[src/rtl/memory_rr_scheduler.sv]
// rtl/memory_rr_scheduler.sv - round-robin scheduler sharing one memory bus among N requesters
//
// Purpose: arbitrates NUM_PORTS request ports (icache, dcache, debug/DMA, ...) onto a
// single memory bus with one outstanding transaction, rotating priority, a registered
// one-hot grant and a lock that lets a port keep the bus for its next request.
//
// Ports:
//   clk_i, reset_ni          clock, asynchronous active-low reset
//   req_valid_i/write/lock   per-port request controls (one bit per port)
//   req_addr_i/req_wr_data_i per-port fields, port i at [i*W +: W]
//   req_ready_o              one-cycle completion pulse to the granted port
//   req_rd_data_o            memory read data, valid with req_ready_o
//   grant_o, busy_o          registered one-hot grant, scheduler not idle
//   mem_*                    memory-side request / response handshake

module memory_rr_scheduler #(
  parameter int NUM_PORTS = 3,
  parameter int ADDR_W    = 32,
  parameter int DATA_W    = 32
) (
  input  logic                        clk_i,
  input  logic                        reset_ni,
  input  logic [NUM_PORTS-1:0]        req_valid_i,
  input  logic [NUM_PORTS-1:0]        req_write_i,
  input  logic [NUM_PORTS-1:0]        req_lock_i,
  input  logic [NUM_PORTS*ADDR_W-1:0] req_addr_i,
  input  logic [NUM_PORTS*DATA_W-1:0] req_wr_data_i,
  output logic [NUM_PORTS-1:0]        req_ready_o,
  output logic [DATA_W-1:0]           req_rd_data_o,
  output logic [NUM_PORTS-1:0]        grant_o,
  output logic                        busy_o,
  output logic                        mem_valid_o,
  output logic                        mem_write_o,
  output logic [ADDR_W-1:0]           mem_addr_o,
  output logic [DATA_W-1:0]           mem_wr_data_o,
  input  logic                        mem_ready_i,
  input  logic [DATA_W-1:0]           mem_rd_data_i
);

  localparam int IW = (NUM_PORTS > 1) ? $clog2(NUM_PORTS) : 1;

  typedef enum logic [1:0] {IDLE, REQUEST, WAIT} state_t;

  state_t          state;
  logic [IW-1:0]   grant_q;
  logic [IW-1:0]   last_q;
  logic            lock_q;

  logic            win_found;
  logic [IW-1:0]   win_idx;

  logic            sel_write;
  logic [ADDR_W-1:0] sel_addr;
  logic [DATA_W-1:0] sel_wdata;

  function automatic logic [NUM_PORTS-1:0] onehot(input logic [IW-1:0] idx);
    onehot = {{(NUM_PORTS-1){1'b0}}, 1'b1} << idx;
  endfunction

  // Winner search: a locked owner that is still requesting wins outright; otherwise
  // scan last_q+1 .. last_q+NUM_PORTS with an explicit wrap so a non-power-of-2
  // port count can never produce an out-of-range index.
  always_comb begin
    int          cand;
    logic [IW-1:0] cand_idx;
    win_found = 1'b0;
    win_idx   = '0;
    cand      = 0;
    cand_idx  = '0;
    if (lock_q && req_valid_i[last_q]) begin
      win_found = 1'b1;
      win_idx   = last_q;
    end else begin
      for (int k = 1; k <= NUM_PORTS; k++) begin
        cand = int'(last_q) + k;
        if (cand >= NUM_PORTS) cand = cand - NUM_PORTS;
        cand_idx = IW'(cand);
        if (!win_found && req_valid_i[cand_idx]) begin
          win_found = 1'b1;
          win_idx   = cand_idx;
        end
      end
    end
  end

  always_ff @(posedge clk_i or negedge reset_ni) begin
    if (!reset_ni) begin
      state   <= IDLE;
      grant_q <= '0;
      last_q  <= IW'(NUM_PORTS - 1);
      lock_q  <= 1'b0;
      grant_o <= '0;
    end else begin
      case (state)
        IDLE: begin
          if (mem_ready_i) begin
            // Arbitration always consumes the lock: either the owner wins again
            // or it was not requesting and the lock lapses.
            lock_q <= 1'b0;
            if (win_found) begin
              grant_q <= win_idx;
              last_q  <= win_idx;
              grant_o <= onehot(win_idx);
              state   <= REQUEST;
            end
          end
        end
        REQUEST: begin
          if (!mem_ready_i) state <= WAIT;
        end
        WAIT: begin
          if (mem_ready_i) begin
            lock_q  <= req_lock_i[grant_q];
            grant_o <= '0;
            state   <= IDLE;
          end
        end
        default: state <= IDLE;
      endcase
    end
  end

  always_comb begin
    sel_write = 1'b0;
    sel_addr  = '0;
    sel_wdata = '0;
    for (int i = 0; i < NUM_PORTS; i++) begin
      if (grant_q == IW'(i)) begin
        sel_write = req_write_i[i];
        sel_addr  = req_addr_i[i*ADDR_W +: ADDR_W];
        sel_wdata = req_wr_data_i[i*DATA_W +: DATA_W];
      end
    end
  end

  // Memory-side fields are forced to zero while idle so reset clears every output.
  assign busy_o        = (state != IDLE);
  assign mem_valid_o   = (state == REQUEST);
  assign mem_write_o   = busy_o & sel_write;
  assign mem_addr_o    = busy_o ? sel_addr  : '0;
  assign mem_wr_data_o = busy_o ? sel_wdata : '0;
  assign req_ready_o   = (state == WAIT && mem_ready_i) ? grant_o : '0;
  assign req_rd_data_o = (state == WAIT) ? mem_rd_data_i : '0;

endmodule

[config.mk]
export PLATFORM = sky130hd
export DESIGN_NAME = memory_rr_scheduler
export DESIGN_NICKNAME = d
export VERILOG_FILES = /design/src/rtl/memory_rr_scheduler.sv
export SDC_FILE = /design/constraint.sdc
export NUM_CORES = 1
export LEC_CHECK = 0
export BUFFER_PORTS_ARGS = -buffer_cell sky130_fd_sc_hd__clkbuf_2
export CAP_MARGIN = 30
export CORE_AREA = 8 8 127 129
export CTS_CLUSTER_DIAMETER = 30
export DETAILED_ROUTE_END_ITERATION = 16
export DIE_AREA = 0 0 135 137
export PLACE_DENSITY = 0.51
export SYNTH_ARGS = -nofsm -noshare
export SYNTH_HDL_FRONTEND = slang
export SYNTH_SLANG_ARGS = --single-unit
[constraint.sdc]
create_clock -name clk_i -period 6.4 [get_ports clk_i]
set_input_delay 0 -clock clk_i [delete_from_list [all_inputs] [get_ports clk_i]]
set_output_delay 0 -clock clk_i [all_outputs]
set_load 0.1 [all_outputs]
# After elaboration in Yosys (flattened, before gate mapping)
# Cells that the tools add are included.
# totals
ff_bits,10
word_cells,94
output_inout_bits,105
inputBits,236
# classes
order_cmp,8
n_eq_ne,8
mux,51
n_reduce_logical,14
addsub,6
n_bitwise,1
n_shift,1
# op_table
cell,count
2-to-1 mux 32 bit,9
2-to-1 mux 2 bit,14
2-to-1 mux 1 bit,16
less-than comparator 2 x 3 -> 1 bit (second input constant),5
2-to-1 mux 3 bit,4
binary-select mux 1 bit (select 2 bit),5
>= comparator 3 x 2 -> 1 bit (second input constant),3
inequality test 2 bit (second input constant),4
AND reduction 4 bit,2
adder 2 x 2 -> 3 bit (second input constant),2
case mux 2 bit (3 select lines),1
case mux 3 bit (2 select lines),1
AND reduction 3 bit,2
subtractor 2 bit (second input constant),3
equality test 2 x 1 -> 1 bit (second input constant),2
equality test 2 bit (second input constant),2
logical AND 1 bit,4
zero test 2 bit,2
nonzero test 2 bit,2
adder 2 x 1 -> 3 bit (second input constant),1
left shift 1 x 2 -> 3 bit (first input constant),1
zero test 1 bit,2
case mux 1 bit (2 select lines),1
AND 1 bit,1

# Longest topological paths before layout
# depth
depth_word,20
mapped_depth,10
mapped_depth_nobuf,8

# Worst setup path before layout
# Ideal clock, no wire load.
# synth_timing
kind,flip-flop to output port
from,register grant_q[0]
to,output port mem_addr_o[12]
path_buffers,3
required_ns,6.400
stages_incl_launch_ff,7
arrival_ns,2.621
path_slack_ns,3.779
path_cell_list,dfrtp_1 > buf_2 > nor2_1 > clkbuf_1 > clkbuf_1 > a21oi_1 > nor2_1
# synth_between
elab_chain_cells,5
elab_cells_between_ends,7
cone_classes,eq/ne: 2; mux: 4; reduce/logical: 1
# synth_rtl
item,line_no,rtl
from (decl),45,logic [IW-1:0] grant_q;
from (signal assigned),101,grant_q <= win_idx;
zero test 2 bit,128,if (grant_q == IW'(i)) begin
2-to-1 mux 32 bit (2 in a row),128,
2-to-1 mux 32 bit (*),128,
2-to-1 mux 32 bit (*),140,assign mem_addr_o = busy_o ? sel_addr : '0;
to (decl),34,"output logic [ADDR_W-1:0] mem_addr_o,"
# Every way passes the cells marked *; elsewhere a longest branch is shown, timed or not.

==> flow_results.org <==
** Worst setup path
- Maximum fanout along the worst path :: 51
- The kind of cell with the highest combined delay along the critical path is compound AO/OA/AOI/OAI gates.
- Ordered cell list for the critical path :: buf_4 > nand3_1 > o21ai_1 > a21boi_0 > o221ai_1 > a221o_1 > o21ai_0
- Sort of element at the end of the critical path :: flop
- The slowest stage of the critical path is the buf_4 cell.
- CP max stage delay :: 0.72 ns
- For the worst setup path, the data required time is 6.55 ns.
- Setup Crit Path Kind :: reg2reg
- Data arrives at the worst endpoint at 3.01 ns.
- Together, buffers and inverters on the worst path number 1.
- CP startpoint kind :: flop

** STA
- For this run, the top clock speed supported by timing is 349.5 MHz.
- At the pin with the least slew margin, the transition time is 0.9547 ns.
- After layout, the worst path uses 44.70% of the clock period.
- The clock arrives with 0.001952 ns of skew.
- The worst pin sits at a relative slew slack of 36.07%.
- The worst path needs 2.861 ns of the cycle, external delays included.
- Unrepaired setup endpoints after global routing :: false
- Final-layout setup total negative slack :: 0 ns
- Setup violations remaining at the end of the flow were counted as 0.
- The final hold violation count was 0.
- The final number of max-transition violations is 0.

** Layout
- Fill cells in the final layout number 1637.
- Utilization of the core after routing :: 31.23%
- The repair_antennas step left the layout with diodes totalling 0.
- In the final layout, flip-flops and latches occupy 231.5 µm².
- For this run, the post-layout net count is 961.
- Multi-input combinational cell area :: 0.002123 mm²
- Fraction of final layout cells sized beyond drive strength 1 :: 50.07%
- The area growth from synthesis to layout is 77.16%.

** Die
- The floorplan step defined a die boundary enclosing 0.01850 mm².
- Floorplan die height :: 137 µm
- Initial Utilization :: 17.63%
- Number of top-level pins :: 341
- The floorplan has 44 rows.
- The floorplan step set the die width to 135 µm.
- Area of the core region :: 0.01420 mm²

** Route
- DRC violation total after the first TritonRoute iteration :: 99
- The first detailed-routing pass took 6 iterations.
- Vias per cell :: 4.356
- Residual antenna-violating net count after detailed routing :: 0
- Number of vias in the routed layout :: 3942
- For this block, the routed nets add up to 14.94 mm of wire.
- Average wire per standard cell :: 16.50 µm
- # DRC :: 0

** GRT
- Global-route wire length before repair :: 21.95 mm
- Vias in the first global route :: 4103
- In the global route stage, overall resource usage came out at 14.58%.
- Initial antenna violation count :: 1
- The total overflow left after global routing is 0.
- Entering global routing, the biggest net connects 67 pins.

** CTS
- Skew-Pair Late Insertion Delay :: 0.23 ns
- The tree built by TritonCTS fans out to 9 sinks.
- CTS clk-pin slew, worst paths :: 0.04 ns
- CTS Hold Buffers Added :: 1
- CTS tree :: built
- Clock tree root buffer cell :: clkbuf_16
- In this run, CTS created clock tree buffers numbering 3.
- The clock passes through at most 2 buffers.
- Number of setup buffers added after CTS :: 0
- Count of instances resized after the clock tree is built :: 0
- CTS built an H-tree with a depth of 1.

** Synthesis
- Count of flip-flops with a built-in enable after synthesis :: 0
- Sequential cells were found to cover 9.045% of the synthesized design area.
- In this run, synthesis produced a sequential element count of 9.
- Synthesis warning total :: 0
- In this run the cell area of the synthesized design comes to 0.002504 mm².
- Distinct cell type count of the synthesized netlist :: 39
- Avg Inst Size Synth :: 6.167 µm²
- In the synthesized netlist the dominant register cell turns out to be dfrtp_1.
- Async SR Flop Fraction :: 100.0%
- Synthesis produced a netlist with a net count of 645.
- Synthesized instance count :: 406

** Placed design
- Port buffering added 340 buffers.
- Placer congestion estimate :: 0.8138
- Detailed placement ended at an HPWL of 12.55 mm.

** Hold path
- Class of the worst hold path :: in2reg

** Outcome
- The run finished with clean final reports.

** Run
- Max-cap violations in this run came to 0.
-- flip-flops by register name, indices dropped and copies added (netlist names) --
register  count
grant_o       3
grant_q       2
state         2
last_q        1
lock_q        1
-- synthesized netlist by cell type (2+ instances only) --
library cell	n	area (µm²)
o21ai_1	3	15.01
nor2b_1	3	18.77
and3_1	3	18.77
a221o_1	2	20.02
o21ai_0	4	20.02
nand2_1	8	30.03
mux2i_1	67	670.6
dfrtp_1	8	200.2
ha_1	3	37.54
inv_1	7	26.28
and2_1	33	206.5
clkbuf_1	21	78.83
buf_1	4	15.01
a21oi_1	67	335.3
nor3_1	3	15.01
a32o_1	2	20.02
nor2_1	137	514.2
nand3_1	2	10.01
buf_2	8	40.04
o221a_2	2	22.52
-- metal layers --
layer,global-route usage [%],vias to the layer above,part of all wire [%]
li1,-,2008,-
met1,15.53,1709,37
met2,26.98,217,50
met3,5.947,6,12
met4,1.974,2,0.48
met5,0,-,0.087
-- cells by family after synthesis --
kind of cell | Yosys count | synth area share, %
and+or+nand+nor | 192 | 33.23
AOI/OAI and AO/OA | 90 | 21.19
muxes | 69 | 27.84
buffers and inverters | 42 | 6.847
DFF | 9 | 9.046
adders and majority gates | 3 | 1.499
xor gates and xnor gates | 1 | 0.3499
-- path summary, 6_finish.rpt --
path / slack [ns] / depth (start not counted) / from / to
hold / removal: 0.03 / 2 / mem_ready_i / state[1]$_DFFE_PN0P_
max in group asynchronous: 5.97 / 2 / reset_ni / last_q[1]$_DFFE_PN1P_
min in group asynchronous: 0.17 / 2 / reset_ni / grant_q[0]$_DFFE_PN0P_
setup reg to reg: 3.54 / 7 / grant_q[0]$_DFFE_PN0P_ / last_q[1]$_DFFE_PN1P_
hold reg to reg: 0.52 / 2 / grant_o[2]$_DFFE_PN0P_ / grant_o[2]$_DFFE_PN0P_
setup / recovery: 3.54 / 7 / grant_q[0]$_DFFE_PN0P_ / last_q[1]$_DFFE_PN1P_
-- per-stage QoR --
stage | hold WS (ns) | instance area (µm²) | worst slack, ns | instances
2_1_floorplan | -0.2956 | 2504 | 3.779 | 406
3_3_place_gp | -0.1174 | 4347 | 3.514 | 900
3_5_place_dp | -0.1175 | 4347 | 3.525 | 900
4_1_cts | 0.02850 | 4436 | 3.483 | 905
5_1_grt | 0.06467 | 4436 | 3.285 | 905
6_report | 0.02810 | 4436 | 3.539 | 905
-- placed cells by master (no fill, tap or decap), drive strengths merged, types with 2 or more instances in the layout --
cell / n
o221a: 2
inv: 8
a21oi: 67
clkbuf: 344
buf: 4
mux2i: 67
nand3: 2
and3: 3
a32o: 2
o21ai: 7
and2: 33
nor2b: 3
nor2: 137
dfrtp: 8
a221o: 2
ha: 3
nand2: 8
nor3: 3
mux2: 2
-- layout make-up --
type                       count  area share [%]
multi-input combinational    355           47.87
timing repair buffer         345           39.27
sequential                     9           5.219
tap                          184           5.190
clock buffer                   4           1.777
inverter                       8          0.6770
Power is not shown: default switching activity piles up to over one toggle a cycle in this logic, so the estimate is an artifact.
